## config.mk

```make
export PLATFORM = sky130hd
export DESIGN_NAME = vector_element_sequencer
export DESIGN_NICKNAME = d
export VERILOG_FILES = /design/src/rtl/rv32v_types_pkg.sv /design/src/rtl/vector_elem_qualify.sv /design/src/rtl/vector_element_sequencer.sv
export SDC_FILE = /design/constraint.sdc
export NUM_CORES = 1
export LEC_CHECK = 0
export BUFFER_PORTS_ARGS = -buffer_cell sky130_fd_sc_hd__buf_2
export CAP_MARGIN = 20
export CELL_PAD_IN_SITES_DETAIL_PLACEMENT = 0
export CELL_PAD_IN_SITES_GLOBAL_PLACEMENT = 1
export CORE_AREA = 4 4 171 173
export DETAILED_ROUTE_END_ITERATION = 6
export DIE_AREA = 0 0 175 177
export PLACE_DENSITY_LB_ADDON = 0.1
export SETUP_SLACK_MARGIN = 0.3
export SYNTH_ARGS = -nofsm -noshare
export SYNTH_HDL_FRONTEND = slang
export SYNTH_SLANG_ARGS = --single-unit
```

## constraint.sdc

```tcl
create_clock -name CLK -period 13.2 [get_ports CLK]
set_input_delay 0.66 -clock CLK [delete_from_list [all_inputs] [get_ports CLK]]
set_output_delay 0.66 -clock CLK [all_outputs]
set_load 0.01 [all_outputs]
```

## src/rtl/rv32v_types_pkg.sv

```systemverilog
// Shared vector-unit types: functional-unit encoding and sequencer state codes.
package rv32v_types_pkg;

    typedef enum logic [1:0] {
        FU_ALU = 2'd0,
        FU_MUL = 2'd1,
        FU_DIV = 2'd2,
        FU_LSU = 2'd3
    } fu_t;

    typedef logic [1:0] seq_state_t;

    localparam seq_state_t SEQ_IDLE    = 2'd0;
    localparam seq_state_t SEQ_ISSUE   = 2'd1;
    localparam seq_state_t SEQ_WAIT_FU = 2'd2;
    localparam seq_state_t SEQ_DONE    = 2'd3;

    // Units whose lanes report completion through fu_done instead of finishing in one beat.
    function automatic logic is_multicycle(input fu_t fu);
        return (fu == FU_MUL) || (fu == FU_DIV);
    endfunction

endpackage

```

## src/rtl/vector_elem_qualify.sv

```systemverilog
// Per-lane element qualifiers: body-range test and write-enable mask.
module vector_elem_qualify #(
    parameter int IW = 8
) (
    input  logic [IW-1:0] idx,
    input  logic [IW-1:0] vl,
    input  logic [IW-1:0] vstart,
    input  logic          vm,
    input  logic          v0_bit,
    output logic          active,
    output logic          mask
);

    // Prestart and tail elements are inactive; active elements write only when unmasked or v0 is set.
    always_comb begin
        active = (idx >= vstart) && (idx < vl);
        mask   = active && (vm || v0_bit);
    end

endmodule

```

## src/rtl/vector_element_sequencer.sv

```systemverilog
// Walks element pairs from vstart to vl-1 for two lanes, honouring stalls and multi-cycle FU completion.
module vector_element_sequencer
    import rv32v_types_pkg::*;
#(
    parameter int VLMAX = 128,
    parameter int IW    = $clog2(VLMAX) + 1
) (
    input  logic             CLK,
    input  logic             RST,
    input  logic             start,
    input  logic [IW-1:0]    vl,
    input  logic [IW-1:0]    vstart,
    input  logic             vm,
    input  fu_t              fu_type,
    input  logic [VLMAX-1:0] v0_bits,
    input  logic             stall_e_m,
    input  logic [1:0]       fu_done,
    output logic             issue_valid,
    output logic [IW-1:0]    offset0,
    output logic [IW-1:0]    offset1,
    output logic [1:0]       lane_active,
    output logic [1:0]       lane_mask,
    output logic             first_beat,
    output logic             busy,
    output logic             done
);

    localparam int AW = $clog2(VLMAX);

    seq_state_t       state_r,  state_nx_s;
    logic [IW-1:0]    base_r,   base_nx_s;
    logic [IW-1:0]    base0_r,  base0_nx_s;
    logic [IW-1:0]    vl_r,     vl_nx_s;
    logic [IW-1:0]    vstart_r, vstart_nx_s;
    logic             vm_r,     vm_nx_s;
    fu_t              fu_r,     fu_nx_s;
    logic [VLMAX-1:0] v0_r,     v0_nx_s;
    logic [1:0]       seen_r,   seen_nx_s;
    logic             advance_s;
    logic [IW-1:0]    off1_nx_s;
    logic [1:0]       act_nx_s;
    logic [1:0]       msk_nx_s;
    logic             v0_bit0_s;
    logic             v0_bit1_s;

    logic             issue_valid_r;
    logic [IW-1:0]    offset0_r;
    logic [IW-1:0]    offset1_r;
    logic [1:0]       lane_active_r;
    logic [1:0]       lane_mask_r;
    logic             first_beat_r;
    logic             busy_r;
    logic             done_r;

    // Next-state, counter and instruction-latch logic.
    always_comb begin
        state_nx_s  = state_r;
        base_nx_s   = base_r;
        base0_nx_s  = base0_r;
        vl_nx_s     = vl_r;
        vstart_nx_s = vstart_r;
        vm_nx_s     = vm_r;
        fu_nx_s     = fu_r;
        v0_nx_s     = v0_r;
        seen_nx_s   = seen_r;
        advance_s   = 1'b0;
        case (state_r)
            SEQ_IDLE: begin
                if (start) begin
                    vl_nx_s     = vl;
                    vstart_nx_s = vstart;
                    vm_nx_s     = vm;
                    fu_nx_s     = fu_type;
                    v0_nx_s     = v0_bits;
                    base_nx_s   = {vstart[IW-1:1], 1'b0};
                    base0_nx_s  = {vstart[IW-1:1], 1'b0};
                    state_nx_s  = (vstart >= vl) ? SEQ_DONE : SEQ_ISSUE;
                end else begin
                    state_nx_s  = SEQ_IDLE;
                end
            end
            SEQ_ISSUE: begin
                if (stall_e_m) begin
                    state_nx_s = SEQ_ISSUE;
                end else if (is_multicycle(fu_r)) begin
                    // Registered lane_active still describes the beat being handed over.
                    seen_nx_s  = ~lane_active_r | fu_done;
                    state_nx_s = SEQ_WAIT_FU;
                end else begin
                    advance_s  = 1'b1;
                end
            end
            SEQ_WAIT_FU: begin
                seen_nx_s = seen_r | fu_done;
                advance_s = (seen_nx_s == 2'b11);
            end
            SEQ_DONE: begin
                state_nx_s = SEQ_IDLE;
            end
            default: begin
                state_nx_s = SEQ_IDLE;
            end
        endcase
        if (advance_s) begin
            if ((base_r + IW'(2)) >= vl_r) begin
                state_nx_s = SEQ_DONE;
            end else begin
                base_nx_s  = base_r + IW'(2);
                state_nx_s = SEQ_ISSUE;
            end
        end else begin
            base_nx_s = base_nx_s;
        end
    end

    // The v0 bit only matters for active lanes, whose index is below vl and so inside v0.
    always_comb begin
        off1_nx_s = base_nx_s + IW'(1);
        v0_bit0_s = v0_nx_s[base_nx_s[AW-1:0]];
        v0_bit1_s = v0_nx_s[off1_nx_s[AW-1:0]];
    end

    vector_elem_qualify #(.IW(IW)) u_qual_lane0 (
        .idx    (base_nx_s),
        .vl     (vl_nx_s),
        .vstart (vstart_nx_s),
        .vm     (vm_nx_s),
        .v0_bit (v0_bit0_s),
        .active (act_nx_s[0]),
        .mask   (msk_nx_s[0])
    );

    vector_elem_qualify #(.IW(IW)) u_qual_lane1 (
        .idx    (off1_nx_s),
        .vl     (vl_nx_s),
        .vstart (vstart_nx_s),
        .vm     (vm_nx_s),
        .v0_bit (v0_bit1_s),
        .active (act_nx_s[1]),
        .mask   (msk_nx_s[1])
    );

    // State, latches and output registers; outputs are decoded from the next state so they align with it.
    always_ff @(posedge CLK) begin
        if (RST) begin
            state_r       <= SEQ_IDLE;
            base_r        <= {IW{1'b0}};
            base0_r       <= {IW{1'b0}};
            vl_r          <= {IW{1'b0}};
            vstart_r      <= {IW{1'b0}};
            vm_r          <= 1'b0;
            fu_r          <= FU_ALU;
            v0_r          <= {VLMAX{1'b0}};
            seen_r        <= 2'b00;
            issue_valid_r <= 1'b0;
            offset0_r     <= {IW{1'b0}};
            offset1_r     <= {IW{1'b0}};
            lane_active_r <= 2'b00;
            lane_mask_r   <= 2'b00;
            first_beat_r  <= 1'b0;
            busy_r        <= 1'b0;
            done_r        <= 1'b0;
        end else begin
            state_r       <= state_nx_s;
            base_r        <= base_nx_s;
            base0_r       <= base0_nx_s;
            vl_r          <= vl_nx_s;
            vstart_r      <= vstart_nx_s;
            vm_r          <= vm_nx_s;
            fu_r          <= fu_nx_s;
            v0_r          <= v0_nx_s;
            seen_r        <= seen_nx_s;
            issue_valid_r <= (state_nx_s == SEQ_ISSUE);
            offset0_r     <= (state_nx_s == SEQ_ISSUE) ? base_nx_s : {IW{1'b0}};
            offset1_r     <= (state_nx_s == SEQ_ISSUE) ? off1_nx_s : {IW{1'b0}};
            lane_active_r <= (state_nx_s == SEQ_ISSUE) ? act_nx_s  : 2'b00;
            lane_mask_r   <= (state_nx_s == SEQ_ISSUE) ? msk_nx_s  : 2'b00;
            first_beat_r  <= (state_nx_s == SEQ_ISSUE) && (base_nx_s == base0_nx_s);
            busy_r        <= (state_nx_s != SEQ_IDLE);
            done_r        <= (state_nx_s == SEQ_DONE);
        end
    end

    assign issue_valid = issue_valid_r;
    assign offset0     = offset0_r;
    assign offset1     = offset1_r;
    assign lane_active = lane_active_r;
    assign lane_mask   = lane_mask_r;
    assign first_beat  = first_beat_r;
    assign busy        = busy_r;
    assign done        = done_r;

endmodule

```

After elaboration in Yosys (flattened, before gate mapping)
Cells that the tools add are included.
{"block": "word_totals", "output_inout_bits": 24, "elab_cells": 87, "inputBits": 153, "regBits": 191}
{"block": "classes", "bitwise_logic": 4, "reduce_logical": 14, "add_sub_neg": 2, "mux": 31, "eq_ne": 11, "n_lt_le_gt_ge": 8}
{"cell": "$mux W128", "count": 2}
{"cell": "$mux W8", "count": 10}
{"cell": "$ge A8 B8 Y1", "count": 4}
{"cell": "$lt A7 B8 Y1 const B", "count": 2}
{"cell": "$lt A8 B8 Y1", "count": 2}
{"cell": "$mux W2", "count": 8}
{"cell": "$bmux W1 S7", "count": 2}
{"cell": "$eq A2 B2 Y1 const B", "count": 5}
{"cell": "$add A8 B1 Y8 const B", "count": 1}
{"cell": "$add A8 B2 Y8 const B", "count": 1}
{"cell": "$eq A8 B8 Y1", "count": 1}
{"cell": "$eq A2 B1 Y1 const B", "count": 3}
{"cell": "$mux W1", "count": 6}
{"cell": "$pmux W2 S3", "count": 1}
{"cell": "$logic_and A1 B1 Y1", "count": 5}
{"cell": "$ne A2 B2 Y1 const B", "count": 2}
{"cell": "$or A2 B2 Y2", "count": 2}
{"cell": "$pmux W2 S2", "count": 1}
{"cell": "$reduce_bool A2 Y1", "count": 2}
{"cell": "$logic_or A1 B1 Y1", "count": 3}
{"cell": "$reduce_and A3 Y1", "count": 1}
{"cell": "$logic_not A2 Y1", "count": 1}
{"cell": "$not A2 Y2", "count": 1}
{"cell": "$pmux W1 S2", "count": 1}
{"cell": "other kinds (3)", "count": 3}

Logic depth before layout (Yosys ltp)
{"block": "logic_depth", "word_depth": 11, "depth_mapped": 27, "mapped_depth_nobuf": 23}

By module
A second synthesis with hierarchy kept.
{"block": "unflattened", "hier_cells": 1754, "hier_area_um2": 13031.2}
{"module": "vector_element_sequencer", "cells_each": 1650, "instances": 1, "area_per_inst_um2": 12243.0, "seq_area_each_um2": 3823.7}
{"module": "vector_elem_qualify", "cells_each": 52, "instances": 2, "area_per_inst_um2": 394.1, "seq_area_each_um2": 0.0}

Worst setup path before layout
Ideal clock, no wire load.
{"block": "synth_timing", "path_kind": "register to register", "start": "register base_r[0]", "end": "register lane_mask_r[1] (netlist: lane_mask[1])", "path_slack_ns": 7.667, "arrival_time_ns": 5.397, "synth_period_minus_slack_ns": 5.533, "path_stages_with_launch": 28, "path_buffers": 8, "setup_ns": 0.137, "required_time_ns": 13.063, "path_cell_list": "dfxtp_1 -> inv_1 -> clkbuf_1 -> clkbuf_1 -> clkbuf_1 -> ha_1 -> nand2b_4 -> a2111oi_4 -> o211ai_2 -> a21oi_1 -> buf_2 -> buf_2 -> buf_1 -> ha_1 -> a211o_2 -> nand2_4 -> inv_2 -> buf_6 -> buf_2 -> ha_1 -> a21oi_1 -> nor2b_1 -> o21ai_0 -> nand2b_1 -> o211ai_1 -> a21boi_0 -> o211ai_1 -> a311oi_1"}
{"block": "synth_between", "elab_chain_len": 9, "word_cells_on_any_way": 19, "classes_between": "add/sub: 2; order compare: 3; eq/ne: 1; mux: 8; bitwise: 1; reduce/logical: 4"}
{"item": "from (decl)", "line_no": "vector_element_sequencer.sv:31", "text": "logic [IW-1:0] base_r, base_nx_s;"}
{"item": "from (signal assigned)", "line_no": "vector_element_sequencer.sv:147", "text": "base_r <= {IW{1'b0}};"}
{"item": "from (signal assigned)", "line_no": "vector_element_sequencer.sv:165", "text": "base_r <= base_nx_s;"}
{"item": "$add A8 B2 Y8 / $mux W8 (equally long branches)", "line_no": "vector_element_sequencer.sv:105, vector_element_sequencer.sv:108, vector_element_sequencer.sv:69"}
{"item": "$ge A8 B8 Y1 / $mux W8 (equally long branches)", "line_no": "vector_element_sequencer.sv:105, vector_element_sequencer.sv:67"}
{"item": "$mux W8", "line_no": "vector_element_sequencer.sv:105", "text": "if ((base_r + IW'(2)) >= vl_r) begin"}
{"item": "$mux W8 (*)", "line_no": "vector_element_sequencer.sv:104", "text": "if (advance_s) begin"}
{"item": "named net base_nx_s[0]", "line_no": "vector_element_sequencer.sv:31"}
{"item": "$add A8 B1 Y8 (*)", "line_no": "vector_element_sequencer.sv:118", "text": "off1_nx_s = base_nx_s + IW'(1);"}
{"item": "named net off1_nx_s[2]", "line_no": "vector_element_sequencer.sv:40", "text": "logic [IW-1:0] off1_nx_s;"}
{"item": "$bmux W1 S7", "line_no": "vector_element_sequencer.sv:120", "text": "v0_bit1_s = v0_nx_s[off1_nx_s[AW-1:0]];"}
{"item": "$mux W1 (implied by the code)", "line_no": "vector_element_sequencer.sv:120"}
{"item": "$logic_or A1 B1 Y1", "line_no": "vector_elem_qualify.sv:17", "text": "mask = active && (vm || v0_bit);"}
{"item": "$logic_and A1 B1 Y1 (*)", "line_no": "vector_elem_qualify.sv:17"}
{"item": "to (signal assigned)", "line_no": "vector_element_sequencer.sv:177", "text": "lane_mask_r <= (state_nx_s == SEQ_ISSUE) ? msk_nx_s : 2'b00;"}
{"item": "to (decl)", "line_no": "vector_element_sequencer.sv:50", "text": "logic [1:0] lane_mask_r;"}
Mark *: on every way through the listed nets, which the timed path passes. The rest lies on a longest branch. The select of a mux whose other input is x is not followed.
A chain may end at the register's enable or synchronous reset.

Worst setup path after layout
{"block": "layout_timing", "start": "register base_r[0]", "end": "register lane_mask_r[1] (netlist: lane_mask[1])"}
{"block": "layout_between", "elab_chain_len": 9, "word_cells_on_any_way": 19, "classes_between": "add/sub: 2; order compare: 3; eq/ne: 1; mux: 8; bitwise: 1; reduce/logical: 4"}
{"item": "$add A8 B2 Y8 / $mux W8 (equally long branches)", "line_no": "vector_element_sequencer.sv:105, vector_element_sequencer.sv:108, vector_element_sequencer.sv:69"}
{"item": "$ge A8 B8 Y1 / $mux W8 (equally long branches)", "line_no": "vector_element_sequencer.sv:105, vector_element_sequencer.sv:67"}
{"item": "$mux W8", "line_no": "vector_element_sequencer.sv:105"}
{"item": "$mux W8", "line_no": "vector_element_sequencer.sv:104"}
{"item": "$add A8 B1 Y8", "line_no": "vector_element_sequencer.sv:118"}
{"item": "$bmux W1 S7", "line_no": "vector_element_sequencer.sv:120"}
{"item": "$mux W1 (implied by the code)", "line_no": "vector_element_sequencer.sv:120"}
{"item": "$logic_or A1 B1 Y1", "line_no": "vector_elem_qualify.sv:17"}
{"item": "$logic_and A1 B1 Y1", "line_no": "vector_elem_qualify.sv:17"}
Several ways; a longest one is shown, not always the timed one. The select of a mux whose other input is x is not followed.

==> impl_metrics.yaml <==
status:
  status: "finished clean"
sta:
  setup_tns_ns: 0
  period_minus_slack_ns: 7.51
  hold_viol: 0
  slew_headroom: 0.343
  finalSetupViolCount: 0
  drv_slew: 0
  hold_ws_ns: 0.455
  finClkSkew_ns: 0.0142
  rsz0062_at_grt: "no"
  max_slew.worst_pin.slew_ns: 0.979
  timing.final.crit_share: 0.569
  fmax_mhz: 133
clock_network:
  cts_tree: "built"
  htree_levels: 4
  ctsHoldBuffers: 0
  insertion_delay_ns: 0.45
  clock-sinks: 191
  path_clk_slew_ns: 0.08
  cts_max_path_buffers: 2
  root_buffer: "clkbuf_16"
  post_cts_buffers: 0
  cts_resized: 0
  numCtsBuffers: 17
detailed_routing:
  dr.pass1.iters: 6
  drc: 0
  drt-total-wl_um: 46700
  drtIter0Drc: 1401
  vias: 13000
  ant_nets: 0
  drt-vias-per-instance: 6.06
  wl_per_cell_um: 21.7
die:
  core_area_um2: 27600
  ios: 177
  die-height_um: 177
  initial_core_util: 0.456
  fp.dieW_um: 175
  rows: 61
  dieArea_um2: 31000
critical_path:
  required_ns: 13.55
  crit_path_end_kind: "flop"
  critPathKind: "reg2reg"
  critPathMaxFanout: 45
  cp_data_arrival_time_ns: 7.87
  critPathLaunchType: "flop"
final_layout:
  nets: 1960
  n_antenna_cell: 0
  final_layout_size_suffix_gt1_frac: 0.167
  area_growth_pct: 12.9
  fill_cells: 2825
yosys:
  yosysMostFrequentCell: "nand2_1"
  syn-mean-instance-area_um2: 7.55
  yosys_register_bits: 191
  synth_nets: 1871
  syn-cell-area_um2: 12600
  yosys.area.top_type: "dfxtp_1"
  synth_cells: 1669
  ys_seq_area_frac: 0.304
  ys_async_sr_fraction: 0
  synth_edf_count: 0
  ys_top_cells_by_area: "dfxtp_1, nand2_1, a21oi_1"
  synth_top_cell_area_share: 0.304
  synth_common_cells: "nand2_1, a21oi_1, dfxtp_1, nor2_1, mux2i_1"
  yosys_warnings: 0
  ys_types: 84
  synth_ff_type: "dfxtp_1"
place:
  port_buffers: 176
  gp_congestion: 0.918
  dpl.hpwl_um: 31800
min_path:
  hp-class: "in2reg"
global_routing:
  grt_pass1_wl_um: 72200
  grt_pass1_vias: 12400
  grt_max_degree: 98
  antenna_found_initial: 0
  grt-ovfl-total: 0
  grt_usage: 0.296
pwr:
  peakVddDrop_mv: 0.0786
  power_density_nw_per_um2: 141
  p_leak_nw: 5.86
job:
  maxCapViolCount: 0
-- worst max-delay path, stage by stage, from the launching register on --
cell       delay (ns)
dfxtp_4          0.75
inv_1            0.09
buf_4            0.29
ha_1             0.35
nand2b_4         0.15
a2111oi_4        0.58
o211a_1          0.76
o22a_1           0.26
buf_4            0.28
inv_2            0.25
ha_1             0.35
a211o_2          0.37
nand2_4          0.53
inv_2            0.54
a2111oi_1        0.44
o32ai_1          0.15
a311oi_1         0.40
o32ai_1          0.15
o311a_1          0.42
a311oi_1         0.24
-- logic make-up (layout without fill, tap and decap cells) --
logic type               after synthesis  count (layout)  synth area share
multiplexers                         119             119             0.113
AO/OA/AOI/OAI                        451             451             0.236
XOR/XNOR                              19              19            0.0132
buffers and inverters                174             276            0.0579
adder cells (fa/ha/maj)               50              50            0.0495
AND/OR/NAND/NOR                      665             665             0.228
flip-flops                           191             191             0.304
-- layout make-up --
type	count	area [µm²]	area share
Inverter	41	154	0.0108
Sequential cell	191	3830	0.269
Clock buffer	17	425	0.0299
Clock inverter	15	166	0.0117
Timing Repair Buffer	203	1100	0.0773
Multi-Input combinational cell	1304	8080	0.568
Tap cell	378	473	0.0333
-- per-layer routing --
metal  routed length, µm  vias to the layer above  track usage
li1                    -                     6189            -
met1               20900                     6165        0.419
met2               20300                      564        0.451
met3                3920                       97       0.0547
met4                1560                        0        0.108
met5                   0                        -            0
-- layout by cell type (no fill, tap or decap), drive strengths merged, types with 9 or more instances in the layout --
cell type	instances
buf	203
nand3	50
dfxtp	191
nand2	388
a21o	10
o221ai	12
inv	46
ha	49
o22ai	13
nor2b	19
nor4	9
a31oi	24
mux2i	92
mux4	16
o211ai	11
clkbuf	17
and3	15
a21oi	194
nor2	97
a211oi	40
mux2	11
xnor2	13
a2111oi	17
a311oi	14
o21ai	44
nor3	50
nand4	13
-- stage by stage --
step | power (mW) | instances | worst slack [ns] | utilization | instance area [µm²]
after global routing | 2.10 | 2149 | 5.33 | 0.515 | 14200
after CTS | 1.99 | 2148 | 5.85 | 0.514 | 14200
after detailed placement | 1.46 | 2116 | 5.88 | 0.493 | 13600
after global placement | 1.45 | 2116 | 6.19 | 0.493 | 13600
after floorplan | 1.21 | 1669 | 7.67 | - | 12600
final | 2.00 | 2149 | 5.69 | 0.515 | 14200
-- state kept, by name (all words and copies together) (netlist names) --
signal       flops
base0_r          8
base_r           8
busy             1
done             1
first_beat       1
fu_r             2
issue_valid      1
lane_active      2
lane_mask        2
offset0          8
offset1          8
seen_r           2
state_r          2
v0_r           128
vl_r             8
vm_r             1
vstart_r         8
-- report_power, final --
| group | total [mW] | switching, mW | internal, mW |
|---|---|---|---|
| clock | 0.529 | 0.274 | 0.255 |
| sequential | 0.674 | 0.0366 | 0.637 |
| combinational | 0.796 | 0.523 | 0.273 |
| total | 2.00 | 0.833 | 1.17 |
-- path summary, 6_finish.rpt --
| kind | startpoint | to | slack, ns | cells past startpoint |
|---|---|---|---|---|
| max reg2reg | base_r[0]$_SDFF_PP0_ | lane_mask[1]$_SDFF_PP0_ | 5.69 | 19 |
| max | base_r[0]$_SDFF_PP0_ | lane_mask[1]$_SDFF_PP0_ | 5.69 | 19 |
| min | fu_type[0] | fu_r[0]$_SDFFE_PP0P_ | 0.46 | 3 |
| min reg2reg | v0_r[18]$_SDFF_PP0_ | v0_r[18]$_SDFF_PP0_ | 0.47 | 2 |
Power figures use the tool's default switching activity.
